$ cat src/rtl/branch_predict_unit.sv
// Zero-latency fetch predictor: direct-mapped BTB plus a 2-bit counter BHT
// indexed by PC (bimodal) or PC^history (gshare), with speculative global history.
module branch_predict_unit #(
    parameter int BTB_ENTRIES = 16,
    parameter int BHT_ENTRIES = 64,
    parameter int GHR_WIDTH   = 6,
    parameter int MODE        = 0
) (
    input  logic                 clk,
    input  logic                 rst,
    input  logic                 fetch_valid,
    input  logic [31:0]          fetch_pc,
    output logic                 pred_hit,
    output logic                 pred_taken,
    output logic [31:0]          pred_target,
    output logic [GHR_WIDTH-1:0] pred_ghr,
    input  logic                 upd_valid,
    input  logic [31:0]          upd_pc,
    input  logic                 upd_is_branch,
    input  logic                 upd_is_jump,
    input  logic                 upd_taken,
    input  logic [31:0]          upd_target,
    input  logic [GHR_WIDTH-1:0] upd_ghr,
    input  logic                 upd_mispredict,
    output logic [31:0]          mispredict_cnt
);
    localparam int BTB_IW = $clog2(BTB_ENTRIES);
    localparam int BHT_IW = $clog2(BHT_ENTRIES);
    localparam int TAG_W  = 30 - BTB_IW;

    typedef struct packed {
        logic             valid;
        logic [TAG_W-1:0] tag;
        logic [31:0]      target;
        logic             jump;
    } btb_entry_t;

    btb_entry_t           btb [BTB_ENTRIES];
    logic [1:0]           bht [BHT_ENTRIES];
    logic [GHR_WIDTH-1:0] ghr;

    function automatic logic [BHT_IW-1:0] bht_index(input logic [31:0] pc,
                                                    input logic [GHR_WIDTH-1:0] h);
        logic [BHT_IW-1:0] idx;
        idx = pc[BHT_IW+1:2];
        if (MODE == 1) idx = idx ^ BHT_IW'(h);
        return idx;
    endfunction

    // Concatenate-then-truncate keeps the shift legal for GHR_WIDTH == 1.
    function automatic logic [GHR_WIDTH-1:0] shift_hist(input logic [GHR_WIDTH-1:0] h,
                                                        input logic b);
        logic [GHR_WIDTH:0] t;
        t = {h, b};
        return t[GHR_WIDTH-1:0];
    endfunction

    logic              unused_pc_bits;
    assign unused_pc_bits = ^{fetch_pc[1:0], upd_pc[1:0]};

    // Fetch side
    btb_entry_t  f_ent;
    logic [1:0]  f_ctr;

    always_comb begin
        f_ent       = btb[fetch_pc[BTB_IW+1:2]];
        f_ctr       = bht[bht_index(fetch_pc, ghr)];
        pred_hit    = f_ent.valid && (f_ent.tag == fetch_pc[31:BTB_IW+2]);
        pred_taken  = pred_hit && (f_ent.jump || f_ctr[1]);
        pred_target = pred_taken ? f_ent.target : fetch_pc + 32'd4;
        pred_ghr    = ghr;
    end

    // Update side; a branch+jump encoding behaves as a jump
    logic             u_br;
    logic             u_alloc;
    logic [BHT_IW-1:0] u_bht_idx;

    always_comb begin
        u_br      = upd_is_branch && !upd_is_jump;
        u_alloc   = upd_valid && (upd_is_jump || (u_br && upd_taken));
        u_bht_idx = bht_index(upd_pc, upd_ghr);
    end

    always_ff @(posedge clk) begin
        if (rst)
            ghr <= '0;
        else if (upd_valid && upd_mispredict && upd_is_jump)
            ghr <= upd_ghr;
        else if (upd_valid && upd_mispredict && u_br)
            ghr <= shift_hist(upd_ghr, upd_taken);
        else if (fetch_valid && pred_hit && !f_ent.jump)
            ghr <= shift_hist(ghr, pred_taken);
    end

    always_ff @(posedge clk) begin
        if (rst) begin
            for (int i = 0; i < BTB_ENTRIES; i++) btb[i] <= '0;
        end else if (u_alloc) begin
            btb[upd_pc[BTB_IW+1:2]] <= {1'b1, upd_pc[31:BTB_IW+2], upd_target, upd_is_jump};
        end
    end

    always_ff @(posedge clk) begin
        if (rst) begin
            for (int i = 0; i < BHT_ENTRIES; i++) bht[i] <= 2'b01;
        end else if (upd_valid && u_br) begin
            if (upd_taken && bht[u_bht_idx] != 2'b11)
                bht[u_bht_idx] <= bht[u_bht_idx] + 2'b01;
            else if (!upd_taken && bht[u_bht_idx] != 2'b00)
                bht[u_bht_idx] <= bht[u_bht_idx] - 2'b01;
        end
    end

    always_ff @(posedge clk) begin
        if (rst)
            mispredict_cnt <= '0;
        else if (upd_valid && upd_mispredict && mispredict_cnt != 32'hFFFF_FFFF)
            mispredict_cnt <= mispredict_cnt + 32'd1;
    end
endmodule

$ cat config.mk
export PLATFORM = sky130hd
export DESIGN_NAME = branch_predict_unit
export DESIGN_NICKNAME = d
export VERILOG_FILES = /design/src/rtl/branch_predict_unit.sv
export SDC_FILE = /design/constraint.sdc
export NUM_CORES = 2
export LEC_CHECK = 0
export ABC_AREA = 0
export ABC_CLOCK_PERIOD_IN_PS = 10150
export CORE_MARGIN = 4
export CORE_UTILIZATION = 40
export DETAILED_ROUTE_END_ITERATION = 10
export GPL_TIMING_DRIVEN = 1
export PLACE_DENSITY = 0.62
export SYNTH_ARGS = -nofsm -noshare
export SYNTH_HDL_FRONTEND = slang
export SYNTH_SLANG_ARGS = --single-unit
$ cat constraint.sdc
create_clock -name clk -period 10.15 [get_ports clk]
set_input_delay 2.03 -clock clk [delete_from_list [all_inputs] [get_ports clk]]
set_output_delay 2.03 -clock clk [all_outputs]
set_load 0.05 [all_outputs]
==> summary.txt <==
Pwr
  • Worst vdd ir: 0.000128 V
  • Pwr/cell area: 175 nW/um2
  • Lkg Pwr: 20.7 nW

STA
  • Post-route setup TNS: 0 ns
  • Slew Viols, Final: 0
  • Final worst-path cycle share: 88.1%
  • Slew @ Worst Pin: 1.31 ns
  • Final Skew: 0.0257 ns
  • Hold Vio Cnt, Final: 0
  • Setup-failing EPs final: 0
  • Slew HR: 12.5%
  • Min cycle time layout: 8.94 ns
  • Fmax: 112 MHz
  • RSZ-0062 raised after global routing: no

Floorplanning
  • Rows: 134
  • Core area: 133,000 um2
  • Die W: 374 um
  • Starting density of the core: 40.3%
  • Die ar.: 140,000 um2
  • Die Y: 374 um
  • Top Ports: 182

Synthesis
  • Cell count after synthesis: 3,727
  • Number of flops mapped to enable cells by yosys: 1,072
  • Post-Syn Nets: 3,839
  • Top cell type's share of synthesized area: 59.9%
  • Synth cell types: 73
  • Post-synth top cells: edfxtp_1 (1,072), and2_1 (955), mux4_2 (298)
  • Ys flop type: edfxtp_1
  • Share of flip-flops with an asynchronous set or reset: 0%
  • Top cells by area, synth: edfxtp_1 (60%), mux4_2 (12%), and2_1 (11%)
  • Leading area contributor after synthesis: edfxtp_1
  • Most frequent cell after synthesis: edfxtp_1
  • Yosys warnings: 0
  • Syn_area_per_cell: 14.4 um2
  • Post-Syn Area: 53,700 um2
  • Flops & latches, synth: 1,126
  • Post-synthesis sequential area ratio: 61.9%

Worst setup path
  • Slowest CP cell: buf_4
  • Critical path arrival: 6.91 ns
  • Setup CP Type: in2out
  • CP cell instances: buf_8, buf_4, mux4_2, o2111ai_1, o2111ai_1, nor4_1, nand4b_1, and4bb_2, nor2b_4, buf_4, mux2_2, buf_4
  • Crit-path max cell delay: 0.76 ns
  • Crit end category: output port
  • Most frequent CP cell: buf_4
  • CP Launch Type: input port
  • Crit-path max FO: 56
  • CP required: 8.12 ns

Clocking
  • Setup Buffers After CTS: 0
  • Clock-pin slew on the worst setup and hold paths: 0.05 ns
  • CTS tree: yes
  • H-tree levels: 3
  • Clk sinks: 1,126
  • CTS Buf Count: 121
  • Worst skew pair latency: 0.73 ns
  • Post-CTS Hold Buffers: 0
  • Clock Path Buffers: 3
  • Post-cts gate resize count: 0
  • Root Driver: clkbuf_16

Placement
  • PortBufs: 179
  • Post-placement cell area: 57,300 um2
  • DP Wirelength: 94,500 um
  • GP Congestion: 0.912

Global route
  • Tot GR Track Use: 23.4%
  • First-pass GRT wire length: 239,000 um
  • Number of global-route vias before repair: 32.5k
  • Initial antenna violation count: 23
  • GR Overflow Total: 0
  • Largest net degree at the start of global routing: 76

Drt
  • Vias: 32.5k
  • Routed WL: 166,000 um
  • 1st-pass router iterations: 5
  • WL/cell: 29.3 um
  • Iter 0 DRT Violations: 3,765
  • Antenna Nets Post-Route: 0
  • Via/cell ratio: 5.73
  • DRC errors left: 0

Cells and area
  • Util after Layout: 45.8%
  • Layout area overhead: 13.9%
  • Cell area after layout: 61,200 um2
  • Net count, final: 3,897
  • Layout cells sized above 1: 17.5%

Job
  • Maxcap violations: 0

Status
  • Status: complete, no violations

Min path
  • Worst Hold Class: reg2reg
[final timing paths]
check,startpoint,end,slack (ns),cells past startpoint
max,fetch_pc[2],pred_target[30],1.21,12
min reg2reg,btb[0][59],btb[0][59],0.46,1
max reg2reg,bht[58][0],bht[28][0],6.15,8
min,btb[0][59],btb[0][59],0.46,1
[routing by layer]
| metal | share of wire [%] | vias up | track usage, % | wire length, um |
|---|---|---|---|---|
| met2 | 48 | 1441 | 37.6 | 79200 |
| li1 | - | 13898 | - | - |
| met5 | 0.067 | - | 0 | 111 |
| met3 | 8.4 | 272 | 4.09 | 14000 |
| met1 | 40 | 16857 | 32.2 | 67100 |
| met4 | 3.3 | 16 | 8.22 | 5430 |
[through the flow]
| step | power, mW | worst slack [ns] | instances | hold WS [ns] |
|---|---|---|---|---|
| after floorplan | 6.04 | 2.18 | 3727 | 0.422 |
| after global placement | 6.40 | 1.29 | 5430 | 0.431 |
| after detailed placement | 6.42 | 1.30 | 5430 | 0.441 |
| after CTS | 10.8 | 1.27 | 5655 | 0.457 |
| after global routing | 11.0 | 0.971 | 5659 | 0.480 |
| final | 10.7 | 1.21 | 5665 | 0.457 |
[where the power goes]
part	total, mW	internal (mW)	switching (mW)
combinational	0.955	0.360	0.595
clock	4.37	2.50	1.87
sequential	5.36	5.30	0.0611
[cells by family after synthesis]
logic type	Yosys count	share of synthesized area, %
XOR/XNOR	79	1.29
buffers and inverters	351	2.70
AND/OR/NAND/NOR	1466	15.5
adder cells (fa/ha/maj)	2	0.0466
AO/OA/AOI/OAI	251	3.05
multiplexers	452	15.5
flip-flops	1126	61.9
[critical path: cells and delay by family]
family	cells	cell delay, ns
buf+inv	4	1.96
simple gates	4	1.20
mux	2	1.15
compound gates	2	0.40
[cells in the final DEF (no fill, tap or decap), drive strengths merged, types with 56 or more instances in the layout]
cell type / netlist / final
clkbuf: 245 / 151
buf: 81 / 120
and2: 957 / 957
edfxtp: 1072 / 1072
clkinv: 1 / 56
o21ai: 109 / 109
nand2: 152 / 152
nor2: 172 / 172
mux4: 298 / 298
mux2i: 115 / 115
clkdlybuf4s50: 0 / 141
[sequential cells by signal (all words and copies together) (netlist names)]
| register | cells |
|---|---|
| mispredict_cnt | 32 |
| bht | 128 |
| pred_ghr | 6 |
| btb | 960 |
[cell type report]
class / instances / area, um2
multi-input cells: 2250 / 19300
clock inverters: 74 / 663
well taps: 1768 / 2210
flip-flops and latches: 1126 / 33300
repair buffers: 261 / 2390
inverters: 25 / 97.6
fillers: 11711 / 72300
clock buffers: 151 / 3200
diodes: 10 / 25.0
Note: power is estimated with default switching activity, not from simulation.
